--- config.mk ---
export PLATFORM = sky130hd
export DESIGN_NAME = float_to_int
export DESIGN_NICKNAME = d
export VERILOG_FILES = /design/src/rtl/float_pkg.sv /design/src/rtl/float_unpack.sv /design/src/rtl/float_to_int.sv
export SDC_FILE = /design/constraint.sdc
export NUM_CORES = 1
export LEC_CHECK = 0
export CAP_MARGIN = 20
export CORE_AREA = 2 2 110 112
export DETAILED_ROUTE_END_ITERATION = 6
export DIE_AREA = 0 0 112 114
export GPL_TIMING_DRIVEN = 0
export PLACE_DENSITY = 0.76
export SLEW_MARGIN = 15
export SYNTH_ARGS = -nofsm -noshare
export SYNTH_HDL_FRONTEND = slang
export SYNTH_HIERARCHICAL = 1
export SYNTH_SLANG_ARGS = --single-unit
--- constraint.sdc ---
create_clock -name clk -period 4.7 [get_ports clk]
set_input_delay 0.705 -clock clk [delete_from_list [all_inputs] [get_ports clk]]
set_output_delay 0.705 -clock clk [all_outputs]
set_load 0.1 [all_outputs]
--- src/rtl/float_pkg.sv ---
// Shared float constants, FSM state type and int32 saturation values.
package float_pkg;

    localparam int EXP_BIAS = 127;
    localparam int EXP_W    = 8;
    localparam int MANT_W   = 23;

    localparam logic [EXP_W-1:0] EXP_SPECIAL = 8'd255;

    localparam logic [31:0] INT_MAX = 32'h7FFF_FFFF;
    localparam logic [31:0] INT_MIN = 32'h8000_0000;

    typedef enum logic [2:0] {
        IDLE,
        CLASS,
        SHIFT,
        FIX,
        DONE
    } state_t;

endpackage

--- src/rtl/float_unpack.sv ---
// Splits an IEEE-754 single into fields and flags its special classes.
module float_unpack
    import float_pkg::*;
(
    input  logic [31:0]       v,
    output logic              sign,
    output logic [EXP_W-1:0]  exp,
    output logic [MANT_W:0]   sig,
    output logic              is_zero,
    output logic              is_denorm,
    output logic              is_inf,
    output logic              is_nan
);

    logic [MANT_W-1:0] frac;
    logic              exp_zero;
    logic              exp_ones;

    // Field extraction; the hidden bit is only present for normal numbers.
    always_comb begin
        sign      = v[31];
        exp       = v[MANT_W +: EXP_W];
        frac      = v[MANT_W-1:0];
        exp_zero  = (exp == '0);
        exp_ones  = (exp == EXP_SPECIAL);
        sig       = {!exp_zero, frac};
        is_zero   = exp_zero && (frac == '0);
        is_denorm = exp_zero && (frac != '0);
        is_inf    = exp_ones && (frac == '0);
        is_nan    = exp_ones && (frac != '0);
    end

endmodule

--- src/rtl/float_to_int.sv ---
// Float to int32 conversion, round toward zero, one bit of shift per cycle.
module float_to_int
    import float_pkg::*;
(
    input  logic        clk,
    input  logic        rst,
    input  logic        in_valid,
    output logic        in_ready,
    input  logic [31:0] v,
    output logic        out_valid,
    input  logic        out_ready,
    output logic [31:0] ires,
    output logic        ovf,
    output logic        nan
);

    localparam logic signed [9:0] BIAS10 = 10'(EXP_BIAS);

    state_t state_q, state_d;

    logic              u_sign;
    logic [EXP_W-1:0]  u_exp;
    logic [MANT_W:0]   u_sig;
    logic              u_zero, u_denorm, u_inf, u_nan;

    logic              sign_q;
    logic [EXP_W-1:0]  exp_q;
    logic [MANT_W:0]   sig_q;
    logic              small_q, inf_q, nan_in_q;

    logic [31:0]       mag_q;
    logic [4:0]        cnt_q;
    logic              left_q;
    logic              nan_case_q, ovf_case_q, exact_min_q;

    logic signed [9:0] e_c, d_c;
    logic [4:0]        k_c;
    logic              cls_nan, cls_ovf, cls_zero, cls_exact;

    float_unpack u_unpack (
        .v         (v),
        .sign      (u_sign),
        .exp       (u_exp),
        .sig       (u_sig),
        .is_zero   (u_zero),
        .is_denorm (u_denorm),
        .is_inf    (u_inf),
        .is_nan    (u_nan)
    );

    // Classify the captured operand: unbiased exponent, shift distance and routing.
    always_comb begin
        e_c       = $signed({2'b00, exp_q}) - BIAS10;
        d_c       = e_c - 10'sd23;
        k_c       = d_c[9] ? 5'(-d_c) : 5'(d_c);
        cls_nan   = nan_in_q;
        cls_ovf   = !nan_in_q && (inf_q || (e_c >= 10'sd31));
        cls_zero  = !nan_in_q && !cls_ovf && (small_q || (e_c < 10'sd0));
        cls_exact = sign_q && (e_c == 10'sd31) && (sig_q[MANT_W-1:0] == '0);
    end

    // State register.
    always_ff @(posedge clk or posedge rst) begin
        if (rst) begin
            state_q <= IDLE;
        end else begin
            state_q <= state_d;
        end
    end

    // Next-state logic.
    always_comb begin
        state_d = state_q;
        case (state_q)
            IDLE:    if (in_valid) state_d = CLASS;
            CLASS:   if (cls_nan || cls_ovf || cls_zero || (k_c == 5'd0)) state_d = FIX;
                     else state_d = SHIFT;
            SHIFT:   if (cnt_q <= 5'd1) state_d = FIX;
            FIX:     state_d = DONE;
            DONE:    if (out_ready) state_d = IDLE;
            default: state_d = IDLE;
        endcase
    end

    // Handshake outputs follow the state directly.
    always_comb begin
        in_ready  = (state_q == IDLE);
        out_valid = (state_q == DONE);
    end

    // Datapath: capture, load the magnitude, shift serially, then saturate or negate.
    always_ff @(posedge clk or posedge rst) begin
        if (rst) begin
            sign_q      <= 1'b0;
            exp_q       <= '0;
            sig_q       <= '0;
            small_q     <= 1'b0;
            inf_q       <= 1'b0;
            nan_in_q    <= 1'b0;
            mag_q       <= '0;
            cnt_q       <= '0;
            left_q      <= 1'b0;
            nan_case_q  <= 1'b0;
            ovf_case_q  <= 1'b0;
            exact_min_q <= 1'b0;
            ires        <= '0;
            ovf         <= 1'b0;
            nan         <= 1'b0;
        end else begin
            case (state_q)
                IDLE: begin
                    if (in_valid) begin
                        sign_q   <= u_sign;
                        exp_q    <= u_exp;
                        sig_q    <= u_sig;
                        small_q  <= u_zero || u_denorm;
                        inf_q    <= u_inf;
                        nan_in_q <= u_nan;
                    end
                end
                CLASS: begin
                    nan_case_q  <= cls_nan;
                    ovf_case_q  <= cls_ovf;
                    exact_min_q <= cls_exact;
                    left_q      <= (d_c > 10'sd0);
                    cnt_q       <= (cls_nan || cls_ovf || cls_zero) ? 5'd0 : k_c;
                    mag_q       <= cls_zero ? 32'd0 : {{(32-MANT_W-1){1'b0}}, sig_q};
                end
                SHIFT: begin
                    mag_q <= left_q ? (mag_q << 1) : (mag_q >> 1);
                    cnt_q <= cnt_q - 5'd1;
                end
                FIX: begin
                    if (nan_case_q) begin
                        ires <= '0;
                        ovf  <= 1'b0;
                        nan  <= 1'b1;
                    end else if (ovf_case_q) begin
                        ires <= sign_q ? INT_MIN : INT_MAX;
                        ovf  <= !(sign_q && exact_min_q);
                        nan  <= 1'b0;
                    end else begin
                        ires <= sign_q ? (~mag_q + 32'd1) : mag_q;
                        ovf  <= 1'b0;
                        nan  <= 1'b0;
                    end
                end
                default: ;
            endcase
        end
    end

endmodule

Word-level counts from Yosys, hierarchy flattened
Cells that the tools add are included.

$add $sub $neg: 5. Order comparisons: 4. Equal/unequal tests: 9. Multiplexer cells: 18. Bitwise operators: 1. Reduce and logical (&&, ||, !) cells: 29.

Operator list (count): two-way mux 32 bit (5); one-hot mux 32 bit (2 select lines) (1); zero test 23 bit (2); adder 32 x 1 -> 32 bit, second input constant (1); inverter 32 bit (1); two-way mux 24 bit (1); nonzero test 23 bit (1); one-hot mux 3 bit (5 select lines) (1); > comparator 10 x 1 -> 1 bit, second input constant (1); logical AND 1 bit (10); two-way mux 5 bit (2); one-hot mux 5 bit (2 select lines) (1); subtractor 9 x 6 -> 10 bit, second input constant (1); equality test 9 x 6 -> 1 bit, second input constant (1); greater-or-equal comparator 9 x 6 -> 1 bit, second input constant (1); < comparator 9 x 1 -> 1 bit, second input constant (1); two-way mux 3 bit (3); subtractor 8 x 7 -> 9 bit, second input constant (1); equality test 8 bit, second input constant (1); zero test 8 bit (1); equality test 3 x 2 -> 1 bit, second input constant (2); logical OR 1 bit (6); <= comparator 5 x 1 -> 1 bit, second input constant (1); zero test 5 bit (1); 12 further kinds (19).

Register bits: 114. Input port bits: 36. Output and inout bits: 36. Logic and storage cells: 82.

Depth between registers and ports, before layout
Word-level depth: 11. Mapped depth: 10. Mapped depth without buffers: 9.

Hierarchy
Netlist, hierarchy kept.

By module, submodules not included: float_to_int (times used 1, cells each 624, area an instance 6127.1 um2, sequential area each 2852.7 um2); float_unpack (times used 1, cells each 52, area an instance 376.6 um2, sequential area each 0.0 um2).

Worst setup path before layout
OpenSTA, ideal clock, no wires.

Path kind: reg2reg. From: reg state_q[1]. To: reg sig_q[10]. Library setup time: 0.125 ns. Arrival: 4.030 ns. Data required time: 4.575 ns. Path slack: 0.546 ns. Stages on the path, launching flop included: 7. Path buffers: 3. Clock period less this slack: 4.154 ns. Path through: dfrtp_1 -> clkbuf_1 -> nor3_1 -> and2_1 -> clkbuf_1 -> buf_1 -> mux2_2.

Cells in the longest elaborated chain, start to end: 2.

RTL lines: start, declared (RTL line float_to_int.sv:19) `state_t state_q, state_d;`; start signal, assigned (RTL line float_to_int.sv:67) `state_q <= state_d;`; zero test 3 bit; via in_ready (RTL line float_to_int.sv:8) `output logic in_ready,`; AND reduction 2 bit (no source line); end signal, assigned (RTL line float_to_int.sv:115) `sig_q <= u_sig;`; end, declared (RTL line float_to_int.sv:28) `logic [MANT_W:0] sig_q;`.

The timed path passes the listed nets, and every way through them passes these cells. A chain may end at the register's enable or synchronous reset.

Worst setup path in the final report
From: reg state_q[1]. To: out in_ready.

Cells in the longest elaborated chain, start to end: 1.

RTL lines: zero test 3 bit (RTL line float_to_int.sv:87) `in_ready = (state_q == IDLE);`; end, declared (RTL line float_to_int.sv:8).

Every way passes these cells.

==> flow_summary_export.csv <==
group,metric,value,unit
logic_synthesis,syn_area_per_cell,9.62,µm²
run_status,status,"finished, final reports clean",
critical_path,rr_endpoint,"mag_q[0]$_DFFE_PP0P_",
worst_hold_path,min_path_type,"flop to flop",
grt,track_usage,0.254,
floorplan,rows,40,
logic_synthesis,netlist_area,6500,µm²
critical_path,critPathKind,"flop to output port",
sta,whs,0.462,ns
clock_network,clk_latency,0.41,ns
clock_network,tritoncts,"yes",
detailed_routing,routed_via_density,5.93,
sta,period_needed,3.15,ns
place,hpwl,11700,µm
clock_network,numCtsBuffers,17,
detailed_routing,wl_per_cell,17.3,µm
critical_path,reg2reg_slack,1.70,ns
clock_network,cts_sinks,114,
clock_network,cts_hold_buffers,0,
detailed_routing,wirelength,16000,µm
grt,antenna_found_initial,0,
sta,fmax,318,MHz
cells_and_area,area_growth,24.1,%
worst_hold_path,hp-start,"ires[28]$_DFFE_PP0P_",
clock_network,postCtsSetupRepairBufs,0,
grt,grt_first_pass_wirelength,26000,µm
sta,hold_violations,0,
logic_synthesis,syn_inst,676,
sta,max_slew.worst_pin.slew,0.980,ns
critical_path,setup.worst_path.start_class,"flop",
sta,slew_viol_final,0,
floorplan,fp.dieH,114,µm
cells_and_area,antennaDiodeCount,0,
logic_synthesis,yosysWarnings,6,
floorplan,die-area,12800,µm²
sta,finalSetupViolCount,0,
sta,rsz0062_at_grt,"false",
critical_path,cp-end-kind,"output port",
critical_path,critPathSlowestCell,"clkdlybuf4s50_1",
clock_network,htreeDepth,4,
floorplan,ios,72,
detailed_routing,num_vias,5491,
clock_network,ctsRootBufferMaster,"clkbuf_16",
detailed_routing,ant_nets,0,
critical_path,worstPathArrival,2.44,ns
detailed_routing,top_layer,"met4",
logic_synthesis,yosysSeqAreaShare,0.439,
detailed_routing,first_iter_violations,371,
cells_and_area,nets,807,
cells_and_area,final_layout_size_suffix_gt1_frac,0.149,
detailed_routing,route.met2.wl,7910,µm
critical_path,critical_path.reg2reg.startpoint,"exp_q[0]$_DFFE_PP0P_",
logic_synthesis,ys_async_sr_fraction,1.00,
flow_run,drv_cap,0,
sta,post-route-period-util,0.670,
critical_path,crit_fanout,10,
detailed_routing,drt-pass1-iter-count,5,
worst_hold_path,hold_end,"ires[28]$_DFFE_PP0P_",
logic_synthesis,synth_ff_type,"dfrtp_1",
grt,grt_overflow,0,
detailed_routing,wl_met3,845,µm
cells_and_area,final_cell_area,8070,µm²
detailed_routing,met1Wirelength,6920,µm
grt,grt_start_max_net_pins,79,
floorplan,initial_core_util,0.555,
critical_path,cp.required,3.99,ns
critical_path,cp_cell_sequence,"clkbuf_1 -> nor3_1 -> clkdlybuf4s50_1",
critical_path,max_stage_delay,1.18,ns
clock_network,cts.clk_slew.worst_paths,0.05,ns
logic_synthesis,syn_nets,717,
worst_hold_path,whs_path_depth,2,
floorplan,die_x,112,µm
sta,relSlewSlack,0.344,
critical_path,r2r_cells,9,
floorplan,coreArea,11700,µm²
clock_network,clk_path_buf_depth,2,
sta,setup_tns,0,ns
place,io_buffers,70,
logic_synthesis,ys_ff_latch,114,
logic_synthesis,synth-edff-count,0,
grt,grt_pass1_vias,5374,
logic_synthesis,yosysUniqueCellTypes,61,
detailed_routing,drc,0,
clock_network,post_cts_resized,0,
place,gp_congestion,0.854,
place,place_area,7420,µm²
sta,finClkSkew,0.0104,ns
-- routing by layer --
layer | up-vias | global-route usage
li1 | 2587 | -
met1 | 2655 | 0.318
met2 | 209 | 0.439
met3 | 40 | 0.0505
met4 | 0 | 0.0951
met5 | - | 0
-- metrics by stage --
step           utilization  instances  worst slack [ns]
2_1_floorplan            -        676             0.546
4_1_cts              0.689        926              1.56
6_report             0.689        926              1.55
3_3_place_gp         0.631        893            -0.556
3_5_place_dp         0.634        894              1.81
5_1_grt              0.689        926              1.44
-- critical path, delay by kind of cell, from the launching register on --
kind | cells | cell delay (ns)
buffers and inverters | 2 | 1.39
flip-flops | 1 | 0.37
AND/OR/NAND/NOR | 1 | 0.27
-- layout make-up --
cell class / count / area [µm²]
Clock buffer: 23 / 498
Inverter: 10 / 42.5
Sequential cell: 114 / 2850
Clock inverter: 9 / 150
Multi-Input combinational cell: 475 / 3210
Fill cell: 902 / 3640
Timing Repair Buffer: 71 / 728
Buffer: 77 / 409
Tap cell: 147 / 184
-- layout by cell type, fill, tap and decap left out, types with 14 or more instances in the layout --
cell type        Yosys  layout
dfrtp_1            114     114
nand2_1             84      84
clkdlybuf4s50_1      0      70
nor2_1              56      56
o21ai_0             46      46
clkbuf_1            39      40
mux2_2              35      35
mux2i_1             32      32
buf_4               32      32
xnor2_1             27      27
a221o_1             22      22
clkbuf_16            0      17
xor2_1              15      15
a21oi_1             14      14
-- flip-flops by register name, summed over array words and instances (netlist names) --
name,flops
ires,32
mag_q,32
sig_q,24
exp_q,8
cnt_q,5
state_q,3
cls_nan,1
exact_min_q,1
inf_q,1
left_q,1
nan,1
nan_case_q,1
ovf,1
ovf_case_q,1
sign_q,1
small_q,1
-- cell families after synthesis --
group / count (synthesis) / synth area share
DFF: 114 / 0.439
adders and majority gates: 5 / 0.00962
and+or+nand+nor: 220 / 0.163
AOI/OAI and AO/OA: 141 / 0.153
buffers and inverters: 87 / 0.0687
muxes: 67 / 0.110
xor gates and xnor gates: 42 / 0.0566
-- Yosys cell counts (3+ instances only) --
cell	count	area, µm²
buf_4	32	240
inv_1	9	33.8
ha_1	5	62.6
nand3_1	9	45.0
nor3_1	11	55.1
or2_2	4	25.0
a221o_1	22	220
xor2_1	15	131
o21a_1	4	30.0
nor2_1	56	210
o21ai_0	46	230
mux2i_1	32	320
o31ai_1	10	75.1
nor4_2	3	37.5
or3_1	4	25.0
nand2b_1	6	37.5
buf_1	6	22.5
xnor2_1	27	236
nor3b_1	3	22.5
o22ai_1	3	18.8
mux2_2	35	394
a21oi_1	14	70.1
nor4_1	12	75.1
nand4_1	8	50.1
dfrtp_1	114	2850
a32o_1	3	30.0
nand2_1	84	315
nand3b_1	3	22.5
o41ai_1	5	43.8
clkbuf_1	39	146
o211ai_1	12	90.1
-- worst max-delay path by stage --
stage	startpoint	endpoint	cells past startpoint
finish	state_q[1]$_DFFE_PP0P_	in_ready	3
global placement	rst	sig_q[15]$_DFFE_PP0P_	2
detailed placement	in_valid	sig_q[13]$_DFFE_PP0P_	5
floorplan	state_q[1]$_DFFE_PP0P_	sig_q[10]$_DFFE_PP0P_	6
CTS	state_q[1]$_DFFE_PP0P_	in_ready	3
global route	exp_q[0]$_DFFE_PP0P_	mag_q[0]$_DFFE_PP0P_	9
Power is left out: the tool's default activity adds up to more than one toggle a clock period on the data nets, which glitch-free logic cannot reach.
